`src/rtl/loader_pkg.sv`:
```
// Shared types and defaults for the program loader.
// Holds the FSM state encoding and the default bus widths.
package loader_pkg;

  localparam int ADDR_W_DEF = 11;
  localparam int DATA_W_DEF = 16;

  typedef enum logic [2:0] {
    IDLE    = 3'd0,
    LOAD_HI = 3'd1,
    LOAD_LO = 3'd2,
    WRITE   = 3'd3,
    FINISH  = 3'd4
`ifdef LOADER_CHECKSUM_EN
    ,
    CHK_HI  = 3'd5,
    CHK_LO  = 3'd6
`endif
  } state_t;

endpackage

```
`src/rtl/loader_cksum.sv`:
```
// 16-bit modulo-2^16 running sum of written words.
// Ports: CLK, RST, clr, add, din, cmp -> match (sum == cmp).
module loader_cksum (
  input  logic        CLK,
  input  logic        RST,
  input  logic        clr,
  input  logic        add,
  input  logic [15:0] din,
  input  logic [15:0] cmp,
  output logic        match
);

  logic [15:0] sum_q;

  always_ff @(posedge CLK) begin
    if (RST || clr) begin
      sum_q <= '0;
    end else if (add) begin
      sum_q <= sum_q + din;
    end
  end

  assign match = (sum_q == cmp);

endmodule

```
`src/rtl/program_loader.sv`:
```
// Streams a byte image into CPU memory as 16-bit words, holding the CPU in reset.
// Ports: CLK, RST, START, LEN, ABORT, BYTE_I/BYTE_VALID/BYTE_READY ->
//   EXT_ADDR, DATA_I, MEM_WE, CPU_HOLD, DONE, ERR.
// Option: define LOADER_CHECKSUM_EN to require a trailing checksum word.
module program_loader
  import loader_pkg::*;
#(
  parameter int ADDR_W = ADDR_W_DEF,
  parameter int DATA_W = DATA_W_DEF
) (
  input  logic              CLK,
  input  logic              RST,
  input  logic              START,
  input  logic [ADDR_W:0]   LEN,
  input  logic              ABORT,
  input  logic [7:0]        BYTE_I,
  input  logic              BYTE_VALID,
  output logic              BYTE_READY,
  output logic [ADDR_W-1:0] EXT_ADDR,
  output logic [DATA_W-1:0] DATA_I,
  output logic              MEM_WE,
  output logic              CPU_HOLD,
  output logic              DONE,
  output logic              ERR
);

  state_t state_q, state_d;

  logic [ADDR_W-1:0] cnt_q;
  logic [ADDR_W:0]   len_q;
  logic [7:0]        hi_q;
  logic [ADDR_W-1:0] addr_q;
  logic [DATA_W-1:0] data_q;
  logic              hold_q;
  logic              done_q;
  logic              err_q;

  logic              ready;
  logic              we;
  logic              xfer;
  logic              last;
  logic              abort_act;
  logic              go;

  assign xfer      = BYTE_VALID && ready;
  assign last      = ({1'b0, cnt_q} == (len_q - 1'b1));
  assign abort_act = ABORT && (state_q != IDLE);
  assign go        = START && (state_q == IDLE)
                     && (LEN != '0);

`ifdef LOADER_CHECKSUM_EN
  logic ck_match;

  loader_cksum u_cksum (
    .CLK   (CLK),
    .RST   (RST),
    .clr   (go),
    .add   (we),
    .din   (data_q),
    .cmp   ({hi_q, BYTE_I}),
    .match (ck_match)
  );
`endif

  always_ff @(posedge CLK) begin
    if (RST) begin
      state_q <= IDLE;
    end else begin
      state_q <= state_d;
    end
  end

  always_comb begin
    state_d = state_q;
    ready   = 1'b0;
    we      = 1'b0;
    unique case (state_q)
      IDLE: begin
        if (go) state_d = LOAD_HI;
      end
      LOAD_HI: begin
        ready = 1'b1;
        if (BYTE_VALID) state_d = LOAD_LO;
      end
      LOAD_LO: begin
        ready = 1'b1;
        if (BYTE_VALID) state_d = WRITE;
      end
      WRITE: begin
        we = 1'b1;
`ifdef LOADER_CHECKSUM_EN
        state_d = last ? CHK_HI : LOAD_HI;
`else
        state_d = last ? FINISH : LOAD_HI;
`endif
      end
`ifdef LOADER_CHECKSUM_EN
      CHK_HI: begin
        ready = 1'b1;
        if (BYTE_VALID) state_d = CHK_LO;
      end
      CHK_LO: begin
        ready = 1'b1;
        if (BYTE_VALID) begin
          state_d = ck_match ? FINISH : IDLE;
        end
      end
`endif
      FINISH: begin
        state_d = IDLE;
      end
      default: begin
        state_d = IDLE;
      end
    endcase
    // Abort wins over any transfer or write this cycle.
    if (abort_act) begin
      state_d = IDLE;
      we      = 1'b0;
    end
  end

  always_ff @(posedge CLK) begin
    if (RST) begin
      cnt_q  <= '0;
      len_q  <= '0;
      hi_q   <= '0;
      addr_q <= '0;
      data_q <= '0;
      hold_q <= 1'b0;
      done_q <= 1'b0;
      err_q  <= 1'b0;
    end else begin
      done_q <= 1'b0;
      if (abort_act) begin
        // CPU stays held so a partial image never runs.
        err_q <= 1'b1;
      end else begin
        unique case (state_q)
          IDLE: begin
            if (go) begin
              len_q  <= LEN;
              cnt_q  <= '0;
              err_q  <= 1'b0;
              hold_q <= 1'b1;
            end else if (START) begin
              done_q <= 1'b1;
            end
          end
          LOAD_HI: begin
            if (xfer) hi_q <= BYTE_I;
          end
          LOAD_LO: begin
            if (xfer) begin
              data_q <= {hi_q, BYTE_I};
              addr_q <= cnt_q;
            end
          end
          WRITE: begin
            if (!last) cnt_q <= cnt_q + 1'b1;
          end
`ifdef LOADER_CHECKSUM_EN
          CHK_HI: begin
            if (xfer) hi_q <= BYTE_I;
          end
          CHK_LO: begin
            if (xfer && !ck_match) err_q <= 1'b1;
          end
`endif
          FINISH: begin
            hold_q <= 1'b0;
            done_q <= 1'b1;
          end
          default: begin
          end
        endcase
      end
    end
  end

  assign BYTE_READY = ready;
  assign MEM_WE     = we && !RST;
  assign EXT_ADDR   = addr_q;
  assign DATA_I     = data_q;
  assign CPU_HOLD   = hold_q;
  assign DONE       = done_q;
  assign ERR        = err_q;

endmodule

```
`config.mk`:
```
export PLATFORM = sky130hd
export DESIGN_NAME = program_loader
export DESIGN_NICKNAME = d
export VERILOG_FILES = /design/src/rtl/loader_pkg.sv /design/src/rtl/loader_cksum.sv /design/src/rtl/program_loader.sv
export SDC_FILE = /design/constraint.sdc
export NUM_CORES = 1
export LEC_CHECK = 0
export BUFFER_PORTS_ARGS = -buffer_cell sky130_fd_sc_hd__buf_2
export CAP_MARGIN = 20
export CORE_MARGIN = 1.5
export CORE_UTILIZATION = 50
export DETAILED_ROUTE_END_ITERATION = 8
export HOLD_SLACK_MARGIN = 0.05
export PLACE_DENSITY = 0.76
export SLEW_MARGIN = 20
export SYNTH_ARGS = -nofsm -noshare
export SYNTH_HDL_FRONTEND = slang
export SYNTH_HIERARCHICAL = 1
export SYNTH_SLANG_ARGS = --single-unit
```
`constraint.sdc`:
```
create_clock -name CLK -period 2.05 [get_ports CLK]
set_input_delay 0 -clock CLK [delete_from_list [all_inputs] [get_ports CLK]]
set_output_delay 0 -clock CLK [all_outputs]
set_load 0.1 [all_outputs]
```
Word level (Yosys, flattened, before mapping)
Index checks and enable logic that the tools add are counted.
Widths: inputs -> output; s select.
{ "totals": {"regBits": 64, "input_bits": 25, "output_inout_bits": 32, "wordCells": 62} }
{ "classes": {"addsub": 2, "eq_ne": 9, "mux": 19, "bitwise": 1, "n_reduce_logical": 22} }
{ "ops": {"columns": ["operator", "n"], "rows": [
  ["$mux 11", 2],
  ["$pmux 11 s2", 1],
  ["$reduce_and 3->1", 5],
  ["$eq 11x12->1", 1],
  ["$mux 3", 4],
  ["$pmux 3 s4", 1],
  ["$reduce_bool 12->1", 1],
  ["$sub 12x1->12 const B", 1],
  ["$add 11x1->11 const B", 1],
  ["$mux 1", 9],
  ["$ne 2x2->1 const B", 4],
  ["$reduce_bool 2->1", 4],
  ["$eq 3x2->1 const B", 2],
  ["$logic_and 1x1->1", 5],
  ["$pmux 1 s2", 2],
  ["$reduce_and 4->1", 1],
  ["$reduce_or 2->1", 2],
  ["$eq 3x1->1 const B", 1],
  ["$eq 3x3->1 const B", 1],
  ["$logic_not 3->1", 1],
  ["$reduce_bool 3->1", 1],
  ["$reduce_and 2->1", 1],
  ["$logic_not 1->1", 1],
  ["$not 1->1", 1]
]} }

Logic depth before layout (Yosys ltp)
{ "logic_depth": {"ltp_word": 6, "ltp_mapped": 10, "depth_no_buf": 9} }

Least setup slack after synthesis
OpenSTA, ideal clock, no wires.
{ "synth_timing": {"kind": "flip-flop to flip-flop", "start": "register state_q[0]", "end": "register state_q[2]", "setup_time_ns": 0.072, "arrival_ns": 3.266, "required_ns": 1.978, "setup_slack_ns": -1.288, "stages_incl_launch_ff": 6, "n_path_buf": 1, "period_less_slack_ns": 3.338, "path_cell_list": "dfxtp_1 clkbuf_1 nor3_1 nor2b_1 nor3_1 and2_1"} }
{ "synth_between": {"elab_chain_cells": 5, "word_cells_on_any_way": 14, "classes_between": "6 x eq/ne; 1 x mux; 7 x reduce/logical"} }
{ "synth_rtl": {"columns": ["element", "line_no", "rtl"], "rows": [
  ["start: declaration", "program_loader.sv:27", "state_t state_q, state_d;"],
  ["start signal: assignment", "program_loader.sv:69", "state_q <= state_d;"],
  ["$logic_not 3->1", "program_loader.sv:48, program_loader.sv:77", null],
  ["$logic_and 1x1->1", "program_loader.sv:48", "assign go = START && (state_q == IDLE)"],
  ["$logic_and 1x1->1", "program_loader.sv:49", "&& (LEN != '0);"],
  ["$ne 2x2->1 (no line)", null, null],
  ["$reduce_and 3->1 (no line)", null, null]
]} }
Parallel ways exist; a longest one is shown, timed or not.
A chain may end at the register's enable or synchronous reset.

Worst setup path in the final report
{ "layout_timing": {"start": "register len_q[0]", "end": "register cnt_q[9]"} }
{ "layout_between": {"elab_chain_cells": 4} }
{ "layout_rtl": {"columns": ["element", "line_no", "rtl"], "rows": [
  ["start: declaration", "program_loader.sv:30", "logic [ADDR_W:0] len_q;"],
  ["start signal: assignment", "program_loader.sv:126", "len_q <= '0;"],
  ["start signal: assignment", "program_loader.sv:142", "len_q <= LEN;"],
  ["$sub 12x1->12", "program_loader.sv:46", "assign last = ({1'b0, cnt_q} == (len_q - 1'b1));"],
  ["$eq 11x12->1", "program_loader.sv:46", null],
  ["$ne 2x2->1 (no line)", null, null],
  ["$reduce_and 4->1 (no line)", null, null],
  ["end signal: assignment", "program_loader.sv:160", "if (!last) cnt_q <= cnt_q + 1'b1;"],
  ["end: declaration", "program_loader.sv:29", "logic [ADDR_W-1:0] cnt_q;"]
]} }
Every way passes these cells.

==> flow_summary.json <==
{
  "power_density_mw_per_mm2": 834,
  "drtIter0Drc": 211,
  "arrival_ns": 2.52,
  "synth_top_family_by_area": "simple AND/OR/NAND/NOR gates",
  "synthArstFlopShare_pct": 0,
  "clock-sinks": 64,
  "synthMuxAreaShare_pct": 3.32,
  "leakage_nw": 1.72,
  "reg2reg_from": "len_q[0]",
  "nNetsFinal": 512,
  "first_pass_iters": 5,
  "cts.clk_slew.worst_paths_ns": 0.07,
  "tritoncts.num_buffers": 9,
  "critPathMaxFanout": 7,
  "dpl.cell_count": 523,
  "grt_max_degree": 28,
  "finalSetupTns_ns": -1.45,
  "grt_setup_unrepaired": "yes",
  "grt_antenna_before_repair": 0,
  "cts_max_level": 3,
  "violations": "setup timing",
  "vias": 3091,
  "post_drt_wl_per_cell_um": 14.6,
  "cts_buffer_depth": 2,
  "min_from": "BYTE_I[5]",
  "synth_compound_area_share_pct": 17.1,
  "postRouteAntennaNets": 0,
  "yosysTopAreaCellShare_pct": 42.5,
  "final.period_utilization_pct": 109,
  "die_w_um": 80.6,
  "synthCells": 374,
  "drcViolationCount": 0,
  "tightest_slew_ns": 0.518,
  "synthAdderAreaFrac_pct": 0.830,
  "rows": 28,
  "fin_ws_ns": -0.189,
  "rrSetupSlack_ns": -0.19,
  "pre_cts_slack_ns": -0.221,
  "final_hold_viol_count": 0,
  "dp_hpwl_mm": 5.36,
  "end_kind": "flip-flop",
  "yosys.area_share.simple_pct": 28.7,
  "grt_pass1_wl_mm": 13.1,
  "slew_headroom_pct": 65.4,
  "diodes": 0,
  "fmax_ghz": 0.447,
  "dieArea_mm2": 0.00650,
  "root_buffer": "clkbuf_8",
  "fin_worst_skew_ns": 0.00855,
  "place_area_mm2": 0.00362,
  "min_path_cells": 4,
  "synth_warnings": 6,
  "grt_pass1_vias": 2821,
  "syn_area_mm2": 0.00301,
  "area_delta_synth_final_pct": 38.6,
  "cp-start-kind": "flip-flop",
  "grtUsageTotal_pct": 26.4,
  "synth.area.top_cells": "dfxtp_1, nand2_1, a21oi_1",
  "startpoint": "len_q[0]",
  "synth_flop_cell": "dfxtp_1",
  "drive_gt1_share_pct": 31.8,
  "hp-class": "in2reg",
  "finalPower_mw": 3.48,
  "final_cells": 565,
  "post-route-util_pct": 71.0,
  "core-area_mm2": 0.00589,
  "ioPinCount": 57,
  "period_needed_ns": 2.24,
  "ys_ff_latch": 64,
  "synth_fp_nets": 401,
  "maxCapViolCount": 0,
  "fp.dieH_um": 80.6,
  "drt-total-wl_mm": 8.22,
  "place.port_buffers": 56,
  "status": "finished, violations left",
  "yosysSeqAreaShare_pct": 42.5,
  "peakVddDrop_mv": 0.950,
  "grt_overflow_total": 0,
  "setup_violations": 12,
  "required_ns": 2.33,
  "cts_tree": "done",
  "synth_xor_area_share_pct": 2.91,
  "drv_slew": 0,
  "place.gp.congestion": 0.789,
  "synth-edff-count": 0,
  "synth.distinct_cells": 53,
  "reg2reg_depth": 10,
  "insertion_delay_ns": 0.35,
  "start_util_pct": 51.2,
  "crit_type": "reg2reg",
  "syn_area_per_cell_um2": 8.06,
  "yosys.area.top_type": "dfxtp_1",
  "viasPerCell": 5.47,
  "final_cell_area_mm2": 0.00418,
  "fin_hold_ws_ns": 0.436
}
[routing by layer]
| metal | share of wire [%] | track usage [%] | routed length, µm | vias up |
|---|---|---|---|---|
| li1 | - | - | - | 1539 |
| met1 | 43 | 32.0 | 3560 | 1453 |
| met2 | 50 | 45.0 | 4150 | 83 |
| met3 | 4.6 | 7.61 | 381 | 16 |
| met4 | 1.6 | 7.76 | 131 | 0 |
| met5 | 0 | 0 | 0 | - |
[cell type report]
cell class,instances,area [µm²]
clock inverters,6,43.8
flip-flops and latches,64,1290
inverters,10,37.5
fillers,455,1710
well taps,75,93.8
multi-input cells,277,1730
repair buffers,123,853
clock buffers,10,138
[cells by family after synthesis]
logic type | after synthesis
xor+xnor | 10
mux | 10
simple gates | 173
compound gates | 82
fa+ha+maj | 2
flops | 64
buf+inv | 33
[worst max-delay path, stage by stage (launching register included)]
cell      delay, ns
dfxtp_2        0.33
inv_2          0.06
ha_4           0.12
nor4b_4        0.28
and2_4         0.22
o211ai_1       0.12
a31oi_4        0.20
nor3_4         0.06
buf_6          0.14
or4_4          0.48
a21oi_2        0.15
[final timing paths]
path	end
max	cnt_q[9]
min	hi_q[5]
max reg2reg	cnt_q[9]
min reg2reg	EXT_ADDR[4]
[state kept, by name, summed over array words and instances (netlist names)]
| signal | count |
|---|---|
| ERR | 1 |
| EXT_ADDR | 11 |
| DONE | 1 |
| state_q | 3 |
| len_q | 12 |
| hi_q | 8 |
| cnt_q | 11 |
| DATA_I | 16 |
| CPU_HOLD | 1 |
[layout by cell type (no fill, tap or decap), drive strengths merged, types with 3 or more instances in the layout]
cell type / instances
buf: 98
nand2: 86
dfxtp: 64
a21oi: 51
dlygate4sd3: 24
nor2: 16
nand3: 11
clkbuf: 11
inv: 11
mux2i: 10
nand4: 8
nor2b: 8
nor4: 8
xnor2: 7
o31ai: 7
or3: 7
nor3: 7
or4: 6
o21ai: 5
and3: 4
clkinv: 4
xor2: 3
o211ai: 3
o311ai: 3
[repair_timing]
| action | 4_1_cts | 5_1_grt |
|---|---|---|
| hold buffers | 24 | 0 |
| endpoints found under the setup margin | 12 | 13 |
| resized for setup | 24 | 12 |
| buffers inserted | 0 | 2 |
| hold endpoints to repair | 31 | 0 |
| pin swaps | 17 | 4 |
[synthesized netlist by cell type (all sizes together), types with 2 or more instances]
cell type	count
a21oi	51
a31oi	2
and2	2
and3	4
buf	4
clkbuf	19
dfxtp	64
ha	2
inv	10
mux2i	10
nand2	86
nand3	11
nand4	8
nor2	16
nor2b	8
nor3	7
nor3b	2
nor4	8
nor4b	2
o211ai	3
o21ai	5
o311ai	3
o31ai	7
o41ai	2
or2	2
or3	7
or4	6
xnor2	7
xor2	3
[power by group]
part | total [mW] | leakage [nW] | internal, mW | switching [mW]
combinational | 1.08 | 1.11 | 0.462 | 0.618
clock | 1.00 | 0.0926 | 0.475 | 0.526
sequential | 1.40 | 0.520 | 1.31 | 0.0901
total | 3.48 | 1.72 | 2.25 | 1.23
Note: power is estimated with default switching activity, not from simulation.
